### src/rtl/dispense_controller_if.sv
// Selector <-> dispense controller signal bundle; salesCount exists only
// when DISPENSE_SALES_COUNT_EN is defined.
interface dispense_controller_if;
   logic [1:0] state;
   logic [3:0] index;
   logic       cancelled;
   logic       changeStateDone;
   logic       restock;
   logic       fullInventory;
   logic       cancelledDone;
   logic       changeState;
   logic       dispense;
   logic       refund;
   logic       dispenseFault;
`ifdef DISPENSE_SALES_COUNT_EN
   logic [15:0] salesCount;

   modport master (output state, index, cancelled, changeStateDone, restock,
                   input  fullInventory, cancelledDone, changeState, dispense,
                          refund, dispenseFault, salesCount);
   modport slave  (input  state, index, cancelled, changeStateDone, restock,
                   output fullInventory, cancelledDone, changeState, dispense,
                          refund, dispenseFault, salesCount);
`else
   modport master (output state, index, cancelled, changeStateDone, restock,
                   input  fullInventory, cancelledDone, changeState, dispense,
                          refund, dispenseFault);
   modport slave  (input  state, index, cancelled, changeStateDone, restock,
                   output fullInventory, cancelledDone, changeState, dispense,
                          refund, dispenseFault);
`endif
endinterface

### src/rtl/dispense_controller.sv
// Vending dispense controller: slot inventory, motor/refund pulses and the
// cancel / changeState handshakes. Optional sales counter: DISPENSE_SALES_COUNT_EN.
module dispense_slot #(
   parameter int CNT_W      = 4,
   parameter int INIT_COUNT = 5
) (
   input  logic             clk,
   input  logic             rst,
   input  logic             load,
   input  logic             dec,
   output logic [CNT_W-1:0] count
);
   // Restock beats a same-cycle decrement; an empty slot never wraps.
   always_ff @(posedge clk) begin
      if (rst || load)                count <= CNT_W'(INIT_COUNT);
      else if (dec && count != '0)    count <= count - 1'b1;
   end
endmodule

module dispense_controller #(
   parameter int NUM_SLOTS       = 16,
   parameter int CNT_W           = 4,
   parameter int INIT_COUNT      = 5,
   parameter int DISPENSE_CYCLES = 8,
   parameter int REFUND_CYCLES   = 4
) (
   input logic                  clk,
   input logic                  rst,
   dispense_controller_if.slave bus
);
   localparam int MAXC = (DISPENSE_CYCLES > REFUND_CYCLES) ? DISPENSE_CYCLES : REFUND_CYCLES;
   localparam int TW   = $clog2(MAXC + 1);

   typedef enum logic [2:0] {IDLE, DISPENSE, REQ, RELEASE, REFUND, ACK} st_t;

   st_t                          st_q, st_d;
   logic [TW-1:0]                tmr_q, tmr_d;
   logic [3:0]                   slot_q, slot_d;
   logic                         armed_q, armed_d;
   logic                         dsp_q, dsp_d, rfd_q, rfd_d, cs_q, cs_d, cd_q, cd_d, flt_q, flt_d;
   logic                         dec_en;
   logic [NUM_SLOTS-1:0][CNT_W-1:0] count;
   logic [15:0]                  nonempty;

   // Index space is padded to 16 so out-of-range slots simply read empty.
   for (genvar g = 0; g < 16; g++) begin : g_slot
      if (g < NUM_SLOTS) begin : g_on
         dispense_slot #(.CNT_W(CNT_W), .INIT_COUNT(INIT_COUNT)) u_slot (
            .clk   (clk),
            .rst   (rst),
            .load  (bus.restock && bus.index == 4'(g)),
            .dec   (dec_en && slot_d == 4'(g)),
            .count (count[g])
         );
         assign nonempty[g] = |count[g];
      end else begin : g_off
         assign nonempty[g] = 1'b0;
      end
   end

   always_comb begin
      st_d    = st_q;
      tmr_d   = tmr_q;
      slot_d  = slot_q;
      armed_d = armed_q | (bus.state != 2'b01);
      dsp_d   = dsp_q;
      rfd_d   = rfd_q;
      cs_d    = cs_q;
      cd_d    = cd_q;
      flt_d   = 1'b0;
      dec_en  = 1'b0;
      unique case (st_q)
         IDLE: begin
            if (bus.cancelled && !cd_q) begin
               st_d  = REFUND;
               rfd_d = 1'b1;
               tmr_d = '0;
            end else if (bus.state == 2'b01 && armed_q) begin
               armed_d = 1'b0;
               slot_d  = bus.index;
               if (nonempty[slot_d]) begin
                  dec_en = 1'b1;
                  dsp_d  = 1'b1;
                  tmr_d  = '0;
                  st_d   = DISPENSE;
               end else begin
                  // Empty slot: flag it but still release the selector.
                  flt_d = 1'b1;
                  st_d  = REQ;
               end
            end
         end
         DISPENSE: begin
            if (tmr_q == TW'(DISPENSE_CYCLES - 1)) begin
               dsp_d = 1'b0;
               st_d  = REQ;
            end else begin
               tmr_d = tmr_q + 1'b1;
            end
         end
         REQ: begin
            if (bus.changeStateDone) begin
               cs_d = 1'b0;
               st_d = RELEASE;
            end else begin
               cs_d = 1'b1;
            end
         end
         RELEASE: if (!bus.changeStateDone) st_d = IDLE;
         REFUND: begin
            if (tmr_q == TW'(REFUND_CYCLES - 1)) begin
               rfd_d = 1'b0;
               st_d  = ACK;
            end else begin
               tmr_d = tmr_q + 1'b1;
            end
         end
         ACK: begin
            if (!cd_q) begin
               cd_d = 1'b1;
            end else if (!bus.cancelled) begin
               cd_d = 1'b0;
               st_d = IDLE;
            end
         end
         default: st_d = IDLE;
      endcase
   end

   always_ff @(posedge clk) begin
      if (rst) begin
         st_q    <= IDLE;
         tmr_q   <= '0;
         slot_q  <= '0;
         armed_q <= 1'b1;
         dsp_q   <= 1'b0;
         rfd_q   <= 1'b0;
         cs_q    <= 1'b0;
         cd_q    <= 1'b0;
         flt_q   <= 1'b0;
      end else begin
         st_q    <= st_d;
         tmr_q   <= tmr_d;
         slot_q  <= slot_d;
         armed_q <= armed_d;
         dsp_q   <= dsp_d;
         rfd_q   <= rfd_d;
         cs_q    <= cs_d;
         cd_q    <= cd_d;
         flt_q   <= flt_d;
      end
   end

   assign bus.fullInventory = nonempty[bus.index];
   assign bus.dispense      = dsp_q;
   assign bus.refund        = rfd_q;
   assign bus.changeState   = cs_q;
   assign bus.cancelledDone = cd_q;
   assign bus.dispenseFault = flt_q;

`ifdef DISPENSE_SALES_COUNT_EN
   logic [15:0] sales_q;

   // Only completed motor runs count; the fault path bypasses DISPENSE.
   always_ff @(posedge clk) begin
      if (rst)                                sales_q <= '0;
      else if (st_q == DISPENSE && st_d == REQ) sales_q <= sales_q + 16'd1;
   end

   assign bus.salesCount = sales_q;
`endif
endmodule

### src/flat_wrapper.sv
// flat-port wrapper written by rule: the top's interface ports become plain ports
module dispense_controller_flat 
#(
   parameter int NUM_SLOTS       = 16,
   parameter int CNT_W           = 4,
   parameter int INIT_COUNT      = 5,
   parameter int DISPENSE_CYCLES = 8,
   parameter int REFUND_CYCLES   = 4
)
  (clk, rst, bus_state, bus_index, bus_cancelled, bus_changeStateDone, bus_restock, bus_fullInventory, bus_cancelledDone, bus_changeState, bus_dispense, bus_refund, bus_dispenseFault);
  dispense_controller_if bus_i ();
  input logic clk;
  input logic rst;
  input wire logic [$bits(bus_i.state)-1:0] bus_state;
  input wire logic [$bits(bus_i.index)-1:0] bus_index;
  input wire logic [$bits(bus_i.cancelled)-1:0] bus_cancelled;
  input wire logic [$bits(bus_i.changeStateDone)-1:0] bus_changeStateDone;
  input wire logic [$bits(bus_i.restock)-1:0] bus_restock;
  output wire logic [$bits(bus_i.fullInventory)-1:0] bus_fullInventory;
  output wire logic [$bits(bus_i.cancelledDone)-1:0] bus_cancelledDone;
  output wire logic [$bits(bus_i.changeState)-1:0] bus_changeState;
  output wire logic [$bits(bus_i.dispense)-1:0] bus_dispense;
  output wire logic [$bits(bus_i.refund)-1:0] bus_refund;
  output wire logic [$bits(bus_i.dispenseFault)-1:0] bus_dispenseFault;
  assign bus_i.state = bus_state;
  assign bus_i.index = bus_index;
  assign bus_i.cancelled = bus_cancelled;
  assign bus_i.changeStateDone = bus_changeStateDone;
  assign bus_i.restock = bus_restock;
  assign bus_fullInventory = bus_i.fullInventory;
  assign bus_cancelledDone = bus_i.cancelledDone;
  assign bus_changeState = bus_i.changeState;
  assign bus_dispense = bus_i.dispense;
  assign bus_refund = bus_i.refund;
  assign bus_dispenseFault = bus_i.dispenseFault;
  dispense_controller #(.NUM_SLOTS(NUM_SLOTS), .CNT_W(CNT_W), .INIT_COUNT(INIT_COUNT), .DISPENSE_CYCLES(DISPENSE_CYCLES), .REFUND_CYCLES(REFUND_CYCLES)) u_core (.clk(clk), .rst(rst), .bus(bus_i));
endmodule
### config.mk
export PLATFORM = sky130hd
export DESIGN_NAME = dispense_controller_flat
export DESIGN_NICKNAME = d
export VERILOG_FILES = /design/src/rtl/dispense_controller_if.sv /design/src/rtl/dispense_controller.sv /design/src/flat_wrapper.sv
export SDC_FILE = /design/constraint.sdc
export NUM_CORES = 1
export LEC_CHECK = 0
export BUFFER_PORTS_ARGS = -buffer_cell sky130_fd_sc_hd__buf_4
export CAP_MARGIN = 20
export CORE_MARGIN = 1.5
export CORE_UTILIZATION = 60
export DETAILED_ROUTE_END_ITERATION = 6
export GPL_TIMING_DRIVEN = 0
export PLACE_DENSITY_LB_ADDON = 0.2
export SYNTH_ARGS = -nofsm -noshare
export SYNTH_HDL_FRONTEND = slang
export SYNTH_SLANG_ARGS = --single-unit
export TNS_END_PERCENT = 100
### constraint.sdc
create_clock -name clk -period 2.35 [get_ports clk]
set_clock_uncertainty 0.05 [all_clocks]
set_input_delay 0.47 -clock clk [delete_from_list [all_inputs] [get_ports clk]]
set_output_delay 0.47 -clock clk [all_outputs]
set_load 0.005 [all_outputs]
# Yosys cells after proc, flatten, opt, wreduce, memory -nomap -nowiden
# Cells that the tools add are included.
# word_totals
reg_bits,81
inputBits,11
output_inout_bits,6
elab_cells,249
# op_classes
addsub,17
magnitude_cmp,1
n_eq_ne,53
n_mux,40
n_bitwise,3
n_reduce_logical,110
# ops
cell,n
$reduce_or A4 Y1,17
$eq A4 B4 Y1 const B,16
$reduce_bool A4 Y1,16
$sub A4 B1 Y4 const B,16
$logic_and A1 B1 Y1,50
$eq A4 B3 Y1 const B,9
$mux W4,8
$mux W3,8
$eq A4 B2 Y1 const B,5
$mux W1,18
$pmux W3 S6,1
$logic_or A1 B1 Y1,16
$ne A2 B2 Y1 const B,7
$ne A2 B1 Y1 const B,6
$pmux W4 S3,1
$reduce_and A5 Y1,2
$eq A4 B1 Y1 const B,2
$logic_not A4 Y1,2
$reduce_and A7 Y1,1
$eq A3 B2 Y1 const B,2
$eq A3 B3 Y1 const B,2
$lt A4 B5 Y1 const B,1
$add A4 B1 Y4 const B,1
$bmux W1 S4,1
other kinds (13),16

# Logic depth before layout (Yosys ltp)
# Gate-level depths: netlist of run 1.
# depth
depth_word,9
ltp_mapped,9
depth_no_buf,8

# By module
# Synthesis of run 1 repeated with hierarchy kept, for this count alone.
# hier_totals
hier_cells,555
area_unflattened_um2,4803.4
# modules_own_cells
mod,n_inst,cells_per_inst,area_per_inst_um2,seq_area_each_um2
dispense_slot,16,23,214.0,80.1
dispense_controller,1,187,1380.1,260.2

# Worst setup path after synthesis of run 1
# No wires, ideal clock.
# synth_path
path_kind,input to output
start,input port bus_index[0]
end,output port bus_fullInventory
arrival_time_ps,1482
required_ps,1830
path_slack_ps,348
cell_stages,6
path_buffers,1
cell_sequence,or2_2 > a21oi_1 > o41ai_2 > and4_1 > buf_4 > inv_2
# synth_via
elab_chain_cells,2
# synth_lines
item,line_no,text
start: declaration,flat_wrapper.sv:15,input wire logic [$bits(bus_i.index)-1:0] bus_index;
$bmux W1 S4,dispense_controller.sv:154,assign bus.fullInventory = nonempty[bus.index];
$mux W1 (implied by the code),dispense_controller.sv:154,
end: declaration,flat_wrapper.sv:19,output wire logic [$bits(bus_i.fullInventory)-1:0] bus_fullInventory;
# No other way between the ends. The select of a mux whose other input is x is not followed.

# Final worst setup path of run 1
# layout_path
start,register u_core.g_slot[2].g_on.u_slot.count[1]
end,output port bus_fullInventory
# layout_via
elab_chain_cells,3
# layout_lines
item,line_no,text
start: declaration,dispense_controller.sv:11,output logic [CNT_W-1:0] count
start signal: assignment,dispense_controller.sv:15,if (rst || load) count <= CNT_W'(INIT_COUNT);
start signal: assignment,dispense_controller.sv:16,else if (dec && count != '0) count <= count - 1'b1;
$reduce_or A4 Y1,dispense_controller.sv:55,assign nonempty[g] = |count[g];
$bmux W1 S4,dispense_controller.sv:154,
$mux W1 (implied by the code),dispense_controller.sv:154,
# No other way between the ends. The select of a mux whose other input is x is not followed.

==> impl_metrics.ini, run 1 <==
[power]
power_frac_seq_pct = 43.4
ir_drop_mv = 0.423
leakage_nw = 2.03
switchingPower_mw = 0.955
swShare_pct = 29.8
total_power_mw = 3.21
p_comb_share_pct = 22.3
intPower_mw = 2.25
p_clk_share_pct = 34.3
power_density_nw_per_um2 = 644

[yosys]
synthCells = 527
synth_ff_type = dfxtp_1
synthArstFlopShare_pct = 0
synth_area_um2 = 4190
syn_area_per_cell_um2 = 7.95
yosys_warnings = 0
synth-seq-cells = 77
synth_cell_types = 51
synth_edf_count = 0
synthesis.nets = 555
seq_area_frac_synth_pct = 36.8

[global_route]
first_global_vias = 3613
overflow = 0
grt_antenna_before_repair = 0
use_met2_pct = 47.3
grt_first_pass_wirelength_mm = 16.6
busiest_layer = met2
grtUsageMet1_pct = 35.9
track_usage_pct = 28.1
use_met3_pct = 5.14
grt_max_degree = 13

[die]
die_w_um = 86.5
rows = 30
coreArea_um2 = 6760
dieArea_um2 = 7490
io_pins = 17
start_util_pct = 62.0
die_y_um = 86.5

[routing]
firstDrtPassIters = 5
drc = 0
ant_nets = 0
vias_per_cell = 5.74
drt_wl_total_mm = 9.86
wl_per_cell_um = 15.0
drtIter0Drc = 281
vias = 3764

[timing]
setup_ws_ns = -0.0939
finalCriticalPeriod_ns = 2.44
slew_viol_final = 0
hold_ws_ns = 0.274
clock.fmax_mhz = 409
finalHoldViolCount = 0
maxSlewHeadroom_pct = 48.8
tightest_slew_ns = 0.761
fin_crit_sh_pct = 104
setup_violations = 1
rsz0062_at_grt = true

[clock_tree]
cts_tree = done
cts-htree-levels = 3
root_buffer = clkbuf_8
cts_sinks = 77
clkLatencyLatePin_ns = 0.35
cts_max_path_buffers = 2
clk_pin_slew_ns = 0.08
numCtsBuffers = 9

[finish]
area_growth_pct = 18.9
layout_commonest_cell = nand2_1
antenna_cells = 0
drive_gt1_share_pct = 22.7
nets = 600
final_cells = 656
mostFrequentLayoutCells = nand2_1 (67), dfxtp_1 (64), nor2_1 (49), a21oi_1 (36), buf_4 (34)

[worst_hold_path]
min_path_type = primary input to flip-flop

[setup_path]
arrival_ns = 1.92
critPathMaxFanout = 3
worstSetupPathType = flip-flop to output pin
cp-start-kind = flip-flop
required_ns = 1.83
endpoint_kind = output pin

[outcome]
outcome = finished with violations
violations = setup timing

[run]
drv_cap = 0

[placed_design]
portBuffers = 15
hpwl_mm = 6.66
dp_slack_ns = -0.161
dp.cells = 622
gp_congestion = 0.855
==> cell type report <==
cell class	instances	area (um^2)
Multi-Input combinational cell	386	2570
Fill cell	496	1780
Sequential cell	77	1560
Timing Repair Buffer	34	259
Clock buffer	10	138
Inverter	36	138
Buffer	28	136
Tap cell	80	100
Clock inverter	5	75.1
==> power by group through the flow <==
stage                     clock network [mW]  logic [mW]  registers (mW)
final                                   1.10       0.716            1.39
after global routing                    1.16       0.784            1.40
after CTS                               1.11       0.693            1.39
after detailed placement                   0       0.654            1.42
after global placement                     0       0.640            1.42
after floorplan                            0       0.487            1.41
==> state kept, by name, indices dropped and copies added (netlist names) <==
name / flops
u_core.armed_q: 1
u_core.bus.cancelledDone: 1
u_core.bus.changeState: 1
u_core.bus.dispense: 1
u_core.bus.dispenseFault: 1
u_core.bus.refund: 1
u_core.g_slot.g_on.u_slot.count: 64
u_core.st_q: 3
u_core.tmr_q: 4
==> layer usage <==
layer	up-vias	share of wire, %
met5	-	0
met4	0	1.6
met3	18	4.0
met2	79	50
met1	1776	45
li1	1891	-
==> worst max-delay path, stage by stage, from the launching register on <==
cell,delay [ns]
dfxtp_1,0.33
inv_1,0.06
ha_2,0.17
a21oi_1,0.09
o41ai_2,0.41
and4_1,0.27
buf_6,0.11
inv_4,0.03
buf_6,0.10
==> stage by stage <==
stage          area (um^2)  setup TNS, ns  util (%)
2_1_floorplan         4190              0         -
3_3_place_gp          4400         -0.162      65.1
3_5_place_dp          4400         -0.161      65.1
4_1_cts               4920        -0.0333      72.9
5_1_grt               4980         -0.183      73.7
6_report              4980        -0.0939      73.7
==> cell usage after synthesis (all sizes together) (2+ instances only) <==
library cell | instances | share of area (%)
xor2 | 21 | 4.4
buf | 13 | 1.8
o31ai | 2 | 0.36
o21a | 2 | 0.36
or2 | 2 | 0.30
o21ai | 10 | 1.2
mux2i | 4 | 0.96
a211oi | 13 | 2.4
nor2 | 54 | 4.8
o41ai | 4 | 1.6
nor2b | 10 | 1.5
nand3b | 4 | 0.81
nor3 | 24 | 2.9
and3b | 3 | 0.63
a31oi | 2 | 0.30
and2 | 4 | 0.60
nand3 | 15 | 1.8
dfxtp | 77 | 37
nand2b | 11 | 1.6
nor3b | 2 | 0.36
nand2 | 67 | 6.0
ha | 17 | 5.1
clkbuf | 15 | 1.4
and3 | 13 | 1.9
a21o | 11 | 2.0
mux2 | 4 | 1.1
xnor2 | 12 | 2.5
nand4 | 13 | 1.9
a21oi | 49 | 6.5
inv | 36 | 3.2
==> worst paths after layout <==
check	from	to	slack, ns	cells after the start
min	bus_state[1]	u_core.armed_q	0.27	2
max reg2reg	u_core.tmr_q[0]	u_core.st_q[2]	0.24	6
min reg2reg	u_core.bus.dispense	u_core.bus.dispense	0.43	2
max	u_core.g_slot[2].g_on.u_slot.count[1]	bus_fullInventory	-0.09	8
==> cell families (layout without fill, tap and decap cells) <==
logic type | after synthesis | count (layout) | share of synthesized area [%]
AO/OA/AOI/OAI | 100 | 100 | 16.2
XOR/XNOR | 33 | 33 | 6.90
adder cells (fa/ha/maj) | 17 | 17 | 5.08
buffers and inverters | 64 | 113 | 6.39
flip-flops | 77 | 77 | 36.8
multiplexers | 8 | 8 | 2.03
AND/OR/NAND/NOR | 228 | 228 | 26.6
==> repair_timing <==
action	CTS	global route
gates resized for setup	53	10
hold buffers	0	0
buffers inserted	17	2
gates cloned	0	0
endpoints found under the setup margin	1	1
pin swaps	17	6
Power figures use the tool's default switching activity.
==> inputs of run 2 (changes only) <==
--- a/config.mk
+++ b/config.mk
@@ -7,11 +7,13 @@
 export LEC_CHECK = 0
 export BUFFER_PORTS_ARGS = -buffer_cell sky130_fd_sc_hd__buf_4
 export CAP_MARGIN = 20
+export CORE_ASPECT_RATIO = 1.25
 export CORE_MARGIN = 1.5
-export CORE_UTILIZATION = 60
+export CORE_UTILIZATION = 50
 export DETAILED_ROUTE_END_ITERATION = 6
 export GPL_TIMING_DRIVEN = 0
 export PLACE_DENSITY_LB_ADDON = 0.2
+export SKIP_LAST_GASP = 1
 export SYNTH_ARGS = -nofsm -noshare
 export SYNTH_HDL_FRONTEND = slang
 export SYNTH_SLANG_ARGS = --single-unit
==> run 2 against run 1 <==
  * The run ends with DRC, setup timing left
  * Critical path depth is the same
  * Via count shrank 0.29%
  * Combinational power shrank 1%
  * Critical path type unchanged
  * Largest cell class unchanged
  * Largest power group unchanged
==> impl_metrics.ini, run 2 (synthesis gave the netlist of run 1 again) <==
[die]
dieArea_um2 = 8940
start_util_pct = 51.1
io_pins = 17
rows = 37
die_w_um = 84.9
coreArea_um2 = 8190
die_y_um = 105

[setup_path]
required_ns = 1.83
endpoint_kind = output pin
arrival_ns = 1.91
critPathMaxFanout = 3
worstSetupPathType = flip-flop to output pin
cp-start-kind = flip-flop

[finish]
drive_gt1_share_pct = 24.8
nets = 600
layout_commonest_cell = nand2_1
largest_reg_flops = 64
reg_top3 = u_core.g_slot.g_on.u_slot.count (64), u_core.tmr_q (4), u_core.st_q (3)
regMostFlops = u_core.g_slot.g_on.u_slot.count
mostFrequentLayoutCells = nand2_1 (66), dfxtp_1 (60), nor2_1 (48), a21oi_1 (34), buf_4 (34)
final_cells = 674
area_growth_pct = 19.9
antenna_cells = 0
filler_cell_count = 725

[routing]
ant_nets = 0
vias = 3753
firstDrtPassIters = 6
drc = 4
drt_wl_total_mm = 9.76
drtIter0Drc = 190
vias_per_cell = 5.57
wl_per_cell_um = 14.5

[timing]
maxSlewHeadroom_pct = 49.5
setup_ws_ns = -0.0832
slew_viol_final = 0
finalCriticalPeriod_ns = 2.43
clock.fmax_mhz = 411
rsz0062_at_grt = true
hold_ws_ns = 0.247
fin_crit_sh_pct = 104
finalHoldViolCount = 0
tightest_slew_ns = 0.751
setup_violations = 1
fin_tns_setup_ns = -0.0832

[clock_tree]
root_buffer = clkbuf_8
cts_sinks = 77
cts_tree = done
clk_pin_slew_ns = 0.08
clkLatencyLatePin_ns = 0.37
cts_max_path_buffers = 2
cts-htree-levels = 3
cts.hold.buffers_added = 0
numCtsBuffers = 9

[placed_design]
gp_congestion = 0.837
portBuffers = 15
hpwl_mm = 6.84
dp.cells = 639

[global_route]
first_global_vias = 3663
grt_first_pass_wirelength_mm = 16.6
overflow = 0
grt_antenna_before_repair = 0
track_usage_pct = 23.4
grt_max_degree = 13

[power]
intPower_mw = 2.16
switchingPower_mw = 0.957
leakage_nw = 2.01
p_comb_share_pct = 22.7
ir_drop_mv = 0.233
power_frac_seq_pct = 44.7
swShare_pct = 30.7
power_density_nw_per_um2 = 620
p_clk_share_pct = 32.6

[worst_hold_path]
min_path_type = primary input to flip-flop

[run]
drv_cap = 0

[outcome]
violations = DRC, setup timing
outcome = finished with violations
## run 2: layout make-up
cell class                      count  area [um^2]  area share (%)
Inverter                           36          138            2.74
Timing Repair Buffer               34          259            5.16
Buffer                             28          136            2.72
Clock inverter                      4         47.5           0.947
Multi-Input combinational cell    386         2610            52.0
Clock buffer                       12          145            2.89
Sequential cell                    77         1560            31.1
Tap cell                           97          121            2.42
## run 2: metal layers
metal / GRT usage (%) / share of wire (%) / vias up
met5: 0 / 0 / -
met2: 39.8 / 51 / 61
met3: 4.15 / 3.1 / 22
met1: 28.3 / 44 / 1775
li1: - / - / 1895
met4: 11.6 / 2.2 / 0
## run 2: worst max-delay path, cell delays in order (launching register included)
cell and delay (ns):
dfxtp_2 0.34, inv_2 0.06, ha_4 0.14, a21oi_4 0.07, o41ai_2 0.42, and4_1 0.26
buf_6 0.11, inv_4 0.03, buf_6 0.10
## run 2: path summary, 6_finish.rpt
check	start	slack, ns	to	cells past startpoint
setup / recovery	u_core.g_slot[11].g_on.u_slot.count[1]	-0.08	bus_fullInventory	8
setup reg to reg	u_core.g_slot[9].g_on.u_slot.count[0]	0.14	u_core.st_q[0]	13
hold / removal	bus_state[1]	0.25	u_core.armed_q	2
hold reg to reg	u_core.g_slot[4].g_on.u_slot.count[1]	0.41	u_core.g_slot[4].g_on.u_slot.count[1]	2
## run 2: through the flow
step           worst slack [ns]  area, um^2  power [mW]  utilization, %
4_1_cts                 -0.0592        4960        3.11            60.5
2_1_floorplan             0.348        4190        1.90               -
3_3_place_gp             -0.155        4420        2.07            54.0
3_5_place_dp             -0.166        4420        2.07            54.0
5_1_grt                  -0.148        5020        3.28            61.3
6_report                -0.0832        5020        3.11            61.3
## run 2: power by group through the flow
stage / logic (mW) / registers, mW / clock network (mW)
after global placement: 0.646 / 1.42 / 0
after floorplan: 0.487 / 1.41 / 0
after CTS: 0.693 / 1.39 / 1.03
final: 0.708 / 1.39 / 1.01
after global routing: 0.787 / 1.40 / 1.10
after detailed placement: 0.651 / 1.42 / 0
## run 2: timing repair
action,4_1_cts,5_1_grt
pin swaps,14,5
buffers inserted,16,3
endpoints found under the setup margin,1,1
resized for setup,65,14
==> inputs of run 3 (changes only) <==
==> constraint.sdc (replaced) <==
create_clock -name clk -period 2.35 [get_ports clk]
set_clock_uncertainty 0.05 [all_clocks]
set_input_delay 0.235 -clock clk [delete_from_list [all_inputs] [get_ports clk]]
set_output_delay 0.235 -clock clk [all_outputs]
set_load 0.005 [all_outputs]
==> run 3 against run 2 <==
  * The run ends with DRC left
  * Critical path depth unchanged
  * Design area fell by 6.5%
  * Sequential share of layout area up 1.8 points
  * Die area unchanged
  * Non-clock buffer count is 17 lower
==> impl_metrics.ini, run 3 (synthesis gave the netlist of run 1 again) <==
[timing]
setup_ws_ns = 0.0863
finalHoldViolCount = 0
fin_tns_setup_ns = 0
finalCriticalPeriod_ns = 2.26
slew_viol_final = 0
hold_ws_ns = 0.0169
setup_violations = 0
maxSlewHeadroom_pct = 50.2
clock.fmax_mhz = 442
tightest_slew_ns = 0.741
fin_crit_sh_pct = 96.3
rsz0062_at_grt = false

[setup_path]
critPathMaxFanout = 3
endpoint_kind = output pin
arrival_ns = 1.98
required_ns = 2.07
cp-start-kind = flip-flop
worstSetupPathType = flip-flop to output pin

[routing]
drc = 4
drt_wl_total_mm = 9.28
vias_per_cell = 5.56
firstDrtPassIters = 7
drtIter0Drc = 201
ant_nets = 0
vias = 3652
wl_per_cell_um = 14.1

[power]
swShare_pct = 30.3
power_frac_seq_pct = 45.4
p_comb_share_pct = 22.0
leakage_nw = 1.94
intPower_mw = 2.14
power_density_nw_per_um2 = 653
p_clk_share_pct = 32.6
switchingPower_mw = 0.929
ir_drop_mv = 0.232

[die]
dieArea_um2 = 8940
coreArea_um2 = 8190
die_y_um = 105
rows = 37
io_pins = 17
die_w_um = 84.9
start_util_pct = 51.1

[global_route]
overflow = 0
grt_first_pass_wirelength_mm = 15.9
grt_antenna_before_repair = 0
first_global_vias = 3460
track_usage_pct = 22.5
grt_max_degree = 13

[clock_tree]
clk_pin_slew_ns = 0.08
cts_tree = done
cts_max_path_buffers = 2
cts_sinks = 77
numCtsBuffers = 9
root_buffer = clkbuf_8
clkLatencyLatePin_ns = 0.36
cts-htree-levels = 3

[finish]
area_growth_pct = 12.1
final_cell_area_um2 = 4690
drive_gt1_share_pct = 13.4
nets = 583
antenna_cells = 0
regMostFlops = u_core.g_slot.g_on.u_slot.count
largest_reg_flops = 64
layout_commonest_cell = dfxtp_1
filler_cell_count = 764
final_cells = 657
reg_top3 = u_core.g_slot.g_on.u_slot.count (64), u_core.tmr_q (4), u_core.st_q (3)
mostFrequentLayoutCells = dfxtp_1 (75), nand2_1 (67), nor2_1 (54), a21oi_1 (40), inv_1 (35)

[placed_design]
hpwl_mm = 6.84
dp.cells = 639
dpl_cell_area_um2 = 4420
dp_slack_ns = 0.304
gp_congestion = 0.837
portBuffers = 15

[run]
drv_cap = 0

[outcome]
outcome = finished with violations
violations = DRC

[worst_hold_path]
min_path_type = primary input to flip-flop
-- run 3: cell count changes in the layout (fill, tap and decap cells not counted), sizes merged --
cell and change:
buf -17
-- run 3: worst paths after layout --
| path | slack [ns] | to | start | cells after the start |
|---|---|---|---|---|
| setup / recovery | 0.09 | bus_fullInventory | u_core.g_slot[7].g_on.u_slot.count[0] | 8 |
| hold / removal | 0.02 | u_core.armed_q | bus_state[1] | 2 |
| setup reg to reg | 0.31 | u_core.g_slot[10].g_on.u_slot.count[0] | u_core.st_q[2] | 7 |
| hold reg to reg | 0.42 | u_core.g_slot[4].g_on.u_slot.count[1] | u_core.g_slot[4].g_on.u_slot.count[1] | 2 |
-- run 3: routing by layer --
layer  track usage (%)  vias to the layer above  part of all wire, %
met3              3.84                       15                  3.5
li1                  -                     1853                    -
met5                 0                        -                    0
met2              37.7                       72                   50
met4              10.2                        0                  1.9
met1              28.1                     1712                   45
-- run 3: what timing repair did --
| item | in CTS | in global routing |
|---|---|---|
| pin swaps | 1 | 5 |
| endpoints found under the hold margin | 0 | 0 |
| hold buffers | 0 | 0 |
| endpoints found under the setup margin | 1 | 1 |
| buffers inserted | 0 | 2 |
| gates resized for setup | 2 | 11 |
-- run 3: per-stage QoR --
stage / util, % / power (mW)
detailed placement: 54.0 / 2.07
global placement: 54.0 / 2.07
CTS: 56.6 / 3.08
finish: 57.3 / 3.07
global route: 57.3 / 3.25
floorplan: - / 1.90
-- run 3: power by group through the flow --
stage,clock [mW],combinational [mW],sequential [mW]
6_report,1.00,0.674,1.39
5_1_grt,1.10,0.754,1.40
4_1_cts,1.03,0.659,1.39
3_5_place_dp,0,0.651,1.42
3_3_place_gp,0,0.646,1.42
2_1_floorplan,0,0.487,1.41
-- run 3: area by class of cell --
cell class | count | area (um^2) | area share [%]
well taps | 97 | 121 | 2.59
flip-flops and latches | 77 | 1540 | 32.9
repair buffers | 17 | 128 | 2.72
plain buffers | 28 | 136 | 2.91
inverters | 36 | 135 | 2.88
clock buffers | 12 | 145 | 3.09
multi-input cells | 386 | 2440 | 51.9
clock inverters | 4 | 47.5 | 1.01
-- run 3: critical path: stages, from the launching register on --
cell	delay (ns)
dfxtp_1	0.33
inv_1	0.06
ha_1	0.19
a21oi_2	0.09
o41ai_4	0.42
and4_1	0.26
buf_6	0.11
inv_2	0.04
buf_4	0.12
